$ cat config.mk
export PLATFORM = sky130hd
export DESIGN_NAME = srt_div_request_sequencer
export DESIGN_NICKNAME = d
export VERILOG_FILES = /design/src/rtl/srt_div_request_sequencer.sv
export SDC_FILE = /design/constraint.sdc
export NUM_CORES = 1
export LEC_CHECK = 0
export CORE_ASPECT_RATIO = 1.1
export CORE_MARGIN = 2
export CORE_UTILIZATION = 48
export CTS_CLUSTER_DIAMETER = 30
export DETAILED_ROUTE_END_ITERATION = 8
export PLACE_DENSITY = 0.8
export SETUP_SLACK_MARGIN = 0.1
export SLEW_MARGIN = 0
export SYNTH_ARGS = -nofsm -noshare
export SYNTH_HDL_FRONTEND = slang
export SYNTH_SLANG_ARGS = --single-unit
$ cat constraint.sdc
create_clock -name clk -period 2.5 [get_ports clk]
set_input_delay 0.75 -clock clk [delete_from_list [all_inputs] [get_ports clk]]
set_output_delay 0.75 -clock clk [all_outputs]
set_load 0.005 [all_outputs]
$ cat src/rtl/srt_div_request_sequencer.sv
`default_nettype none
// ============================================================================
// Module   : srt_div_request_sequencer
// Brief    : Request/response sequencer around the 8-bit SRT radix-4 divider
//            core: sign handling, core start pulse, fixed-latency wait.
// Revision : 1.0 - initial release
// ============================================================================
module srt_div_request_sequencer #(
   parameter int DATA_WIDTH  = 8,
   parameter int DIV_LATENCY = 8
) (
   input  logic                  clk,
   input  logic                  reset_n,
   input  logic                  req_valid,
   output logic                  req_ready,
   input  logic                  req_signed,
   input  logic [DATA_WIDTH-1:0] req_dividend,
   input  logic [DATA_WIDTH-1:0] req_divisor,
   output logic                  div_enable_out,
   output logic [DATA_WIDTH-1:0] div_dividend,
   output logic [DATA_WIDTH-1:0] div_divisor,
   input  logic                  div_ov_flag,
   input  logic [DATA_WIDTH-1:0] div_quotient,
   input  logic [DATA_WIDTH-1:0] div_remainder,
   output logic                  rsp_valid,
   input  logic                  rsp_ready,
   output logic [DATA_WIDTH-1:0] rsp_quotient,
   output logic [DATA_WIDTH-1:0] rsp_remainder,
   output logic                  rsp_div_by_zero
);

   localparam int                CNT_W      = (DIV_LATENCY > 1) ? $clog2(DIV_LATENCY) : 1;
   localparam logic [CNT_W-1:0]  C_CNT_LOAD = CNT_W'(DIV_LATENCY - 1);

   typedef enum logic [1:0] {
      S_IDLE  = 2'd0,
      S_ISSUE = 2'd1,
      S_WAIT  = 2'd2,
      S_RESP  = 2'd3
   } state_t;

   state_t                r_state;
   state_t                w_next_state;
   logic [CNT_W-1:0]      r_cnt;
   logic [DATA_WIDTH-1:0] r_dividend;
   logic [DATA_WIDTH-1:0] r_mag_dividend;
   logic [DATA_WIDTH-1:0] r_mag_divisor;
   logic                  r_sign_dividend;
   logic                  r_sign_divisor;
   logic [DATA_WIDTH-1:0] r_rsp_quotient;
   logic [DATA_WIDTH-1:0] r_rsp_remainder;
   logic                  r_rsp_div_by_zero;

   logic                  w_accept;
   logic                  w_divisor_zero;
   logic                  w_sign_dividend;
   logic                  w_sign_divisor;
   logic [DATA_WIDTH-1:0] w_fix_quotient;
   logic [DATA_WIDTH-1:0] w_fix_remainder;

   assign w_accept        = req_valid && req_ready;
   assign w_divisor_zero  = (req_divisor == '0);
   assign w_sign_dividend = req_signed && req_dividend[DATA_WIDTH-1];
   assign w_sign_divisor  = req_signed && req_divisor[DATA_WIDTH-1];

   // Negating 0x80 yields 0x80, which is exactly the unsigned magnitude 128.
   assign w_fix_quotient  = (r_sign_dividend ^ r_sign_divisor) ? -div_quotient : div_quotient;
   assign w_fix_remainder = r_sign_dividend ? -div_remainder : div_remainder;

   assign div_dividend    = r_mag_dividend;
   assign div_divisor     = r_mag_divisor;
   assign rsp_quotient    = r_rsp_quotient;
   assign rsp_remainder   = r_rsp_remainder;
   assign rsp_div_by_zero = r_rsp_div_by_zero;

   always_ff @(posedge clk or negedge reset_n) begin
      if (!reset_n) begin
         r_state <= S_IDLE;
      end else begin
         r_state <= w_next_state;
      end
   end

   always_comb begin
      w_next_state   = r_state;
      // Gated by reset_n so req_ready reads 0 while reset is held.
      req_ready      = 1'b0;
      div_enable_out = 1'b0;
      rsp_valid      = 1'b0;
      case (r_state)
         S_IDLE: begin
            req_ready = reset_n;
            if (w_accept) begin
               w_next_state = w_divisor_zero ? S_RESP : S_ISSUE;
            end
         end
         S_ISSUE: begin
            div_enable_out = 1'b1;
            w_next_state   = S_WAIT;
         end
         S_WAIT: begin
            if (r_cnt == '0) begin
               w_next_state = S_RESP;
            end
         end
         S_RESP: begin
            rsp_valid = 1'b1;
            if (rsp_ready) begin
               w_next_state = S_IDLE;
            end
         end
         default: w_next_state = S_IDLE;
      endcase
   end

   always_ff @(posedge clk or negedge reset_n) begin
      if (!reset_n) begin
         r_cnt             <= '0;
         r_dividend        <= '0;
         r_mag_dividend    <= '0;
         r_mag_divisor     <= '0;
         r_sign_dividend   <= 1'b0;
         r_sign_divisor    <= 1'b0;
         r_rsp_quotient    <= '0;
         r_rsp_remainder   <= '0;
         r_rsp_div_by_zero <= 1'b0;
      end else begin
         if (r_state == S_IDLE && w_accept) begin
            r_dividend      <= req_dividend;
            r_sign_dividend <= w_sign_dividend;
            r_sign_divisor  <= w_sign_divisor;
            r_mag_dividend  <= w_sign_dividend ? -req_dividend : req_dividend;
            r_mag_divisor   <= w_sign_divisor ? -req_divisor : req_divisor;
            if (w_divisor_zero) begin
               r_rsp_quotient    <= '1;
               r_rsp_remainder   <= req_dividend;
               r_rsp_div_by_zero <= 1'b1;
            end
         end
         if (r_state == S_ISSUE) begin
            r_cnt <= C_CNT_LOAD;
         end
         if (r_state == S_WAIT) begin
            if (r_cnt == '0) begin
               // A core overflow is reported the same way as a zero divisor.
               if (div_ov_flag) begin
                  r_rsp_quotient    <= '1;
                  r_rsp_remainder   <= r_dividend;
                  r_rsp_div_by_zero <= 1'b1;
               end else begin
                  r_rsp_quotient    <= w_fix_quotient;
                  r_rsp_remainder   <= w_fix_remainder;
                  r_rsp_div_by_zero <= 1'b0;
               end
            end else begin
               r_cnt <= r_cnt - 1'b1;
            end
         end
      end
   end

endmodule
`default_nettype wire
==> run metrics <==
initial antenna violation count 0; FP Rows 28; Hold Buf Count CTS 0; Multi-input gate area about 0.0013 mm^2; # fillers 427; DR vias/cell ~5.1; Starting Density 49.1%; DP Area 0.00350 mm^2; crit path launch type input pin; final worst-path cycle share 94.3%; Netlist Area Pre-Place 0.00260 mm^2; Max FO, Critical Path 6; area share of the leading cell type in the synthesized netlist 45.3%; peak supply drop around 0.53 mV; Num CTS Buffers 5; Leakage between 0.0015 and 0.002 uW; Syn Nets 327; relative slew slack a little over 60%; crit end category flop; hpwl dp 4510 um; Sum Neg Setup Slack 0 ps; clk sinks between 40 and 50; Die Span Y 81.1 um; class of the worst hold path input pin to async pin; number of global-route vias before repair 2339; Slew @ Worst Pin 569 ps; Mapped Cells 278; Achievable Freq about 420 MHz; final slew viol count 0; WS Path Type input pin to flop; Area Overhead vs Synth 40.0%; Synth Flop Type dfrtp_1; number of top-level pins 74; final wirelength about 6000 um; Max Root-Sink Buffers 2; top-count cell post-synth dfrtp_1; Clock Skews 7.78 ps; Core Area 0.00529 mm^2; ys async rst share 100%; gr usage total 22.1%; first-pass GRT wire length 10300 um; Yosys warnings 0; nets approximately 420; outcome finished, final reports clean; I/O Buffers 73; DRT Pass-1 Iters 4; synthesized flop and latch total 47; clk_lat worst skew 300 ps; number of synthesized flops with an enable pin 0; full die area ~0.0060 mm^2; Mean Syn Cell Area ~9.3 um^2; Die X-Extent around 74 um; Area contributors post-synth dfrtp_1 (45%), xnor2_1 (6.4%), o21ai_0 (5.4%); WP data required 2680 ps; antenna diode count 0; Final min period 2360 ps; pin count of the biggest net entering global routing 46; # setup viols final 0; CTS tree built; initial DRC count around 110; RSZ-0062 raised after global routing false; power density cells 936 mW/mm^2; Root Buffer clkbuf_8; Distinct cells, synth 34; GR Overflow Total 0; area occupied by registers ~0.0012 mm^2; DRT antenna net count 0; Hold Vio Cnt, Final 0; # DRC 0; htree depth 2; sequential fraction of the synthesis area 45.3%; gpl congestion just over 0.8; Yosys top cell by area dfrtp_1; Final Cell Area 0.00364 mm^2; crit path DAT 2540 ps; Worst-path clk slew 90 ps; max cap viols 0; routed vias 2279; most frequent cells after synthesis dfrtp_1 (47), nor2_1 (33), nand2_1 (30); share of post-route cells with drive strength above 1 12.4%; drt wl/cell between 10 and 15 um
-- what timing repair did --
item / CTS / global route
resized for setup: 7 / 6
pin swaps: 2 / 2
endpoints found under the hold margin: 0 / 0
setup endpoints to repair: 18 / 9
buffers inserted: 1 / 2
-- where the power goes --
| group | internal [uW] | leakage, uW | switching (uW) |
|---|---|---|---|
| sequential | 1100 | 0.000557 | 216 |
| combinational | 938 | 0.00103 | 647 |
| clock | 253 | 0.0000515 | 244 |
| total | 2300 | 0.00164 | 1110 |
-- layout make-up --
cell class | count | share of cell area, %
clock buffers | 8 | 2.75
inverters | 14 | 1.45
multi-input cells | 208 | 36.6
flip-flops and latches | 47 | 32.3
well taps | 75 | 2.58
repair buffers | 93 | 24.3
-- critical path, cell delays in order --
cell and delay (ps):
dlygate4sd2_1 250, or4_4 490, or4_4 580, mux2_4 340, nand2_2 80, o21ai_2 60
-- logic make-up after synthesis --
logic type               share of synthesized area, %
flip-flops                                       45.3
multiplexers                                     8.82
AND/OR/NAND/NOR                                  15.6
adder cells (fa/ha/maj)                          5.30
XOR/XNOR                                         7.42
AO/OA/AOI/OAI                                    13.7
buffers and inverters                            3.81
-- per-layer routing --
layer	wire, um	GRT usage (%)	vias to the layer above	part of all wire [%]
li1	-	-	1131	-
met1	2660	27.7	1072	44
met2	2890	36.8	66	48
met3	406	5.46	10	6.7
met4	113	8.00	0	1.9
met5	0	0	-	0
-- state kept, by name (all words and copies together) (netlist names) --
register	cells
r_cnt	3
r_dividend	8
r_state	2
r_sign_divisor	1
r_sign_dividend	1
rsp_quotient	8
rsp_div_by_zero	1
div_divisor	8
rsp_remainder	8
div_dividend	7
-- cell usage in the layout, fill, tap and decap left out, types with 2 or more instances in the layout --
cell type,count
nor3b_1,2
nor4_1,2
clkbuf_8,7
inv_1,12
nand3_1,3
nand2_2,2
a211oi_1,4
o31ai_1,4
dfrtp_1,47
xnor2_1,19
o21ai_0,28
clkdlybuf4s50_1,67
mux2_4,2
or3_1,4
or4_4,2
nor2_1,33
dlymetal6s2s_1,2
inv_2,2
clkdlybuf4s15_1,2
nand2b_1,3
nand2_1,29
xor2_1,3
mux2_2,7
buf_4,19
mux2i_1,12
ha_1,10
nor3_1,6
a21oi_1,23
-- worst paths after layout --
check,startpoint,to,slack [ps],depth (start not counted)
worst max-delay path,req_divisor[5],rsp_remainder[6],140,6
worst min-delay path,reset_n,r_state[0],390,2
worst max register to register,r_state[1],rsp_remainder[6],530,7
worst min register to register,div_dividend[7],div_dividend[7],490,2
max in group asynchronous,reset_n,div_dividend[5],1580,2
min in group clk,div_dividend[7],div_dividend[7],490,2
-- through the flow --
stage / hold WS (ps) / instances / utilization (%) / total power [uW] / setup WS, ps
after floorplan: 451 / 278 / - / 2100 / 58.7
after global placement: 463 / 434 / 66.1 / 2840 / -368
after detailed placement: 472 / 434 / 66.1 / 2890 / -402
after CTS: 382 / 443 / 68.2 / 3410 / 98.6
after global routing: 395 / 445 / 68.7 / 3690 / 103
final: 391 / 445 / 68.7 / 3400 / 144
Power figures use the tool's default switching activity.
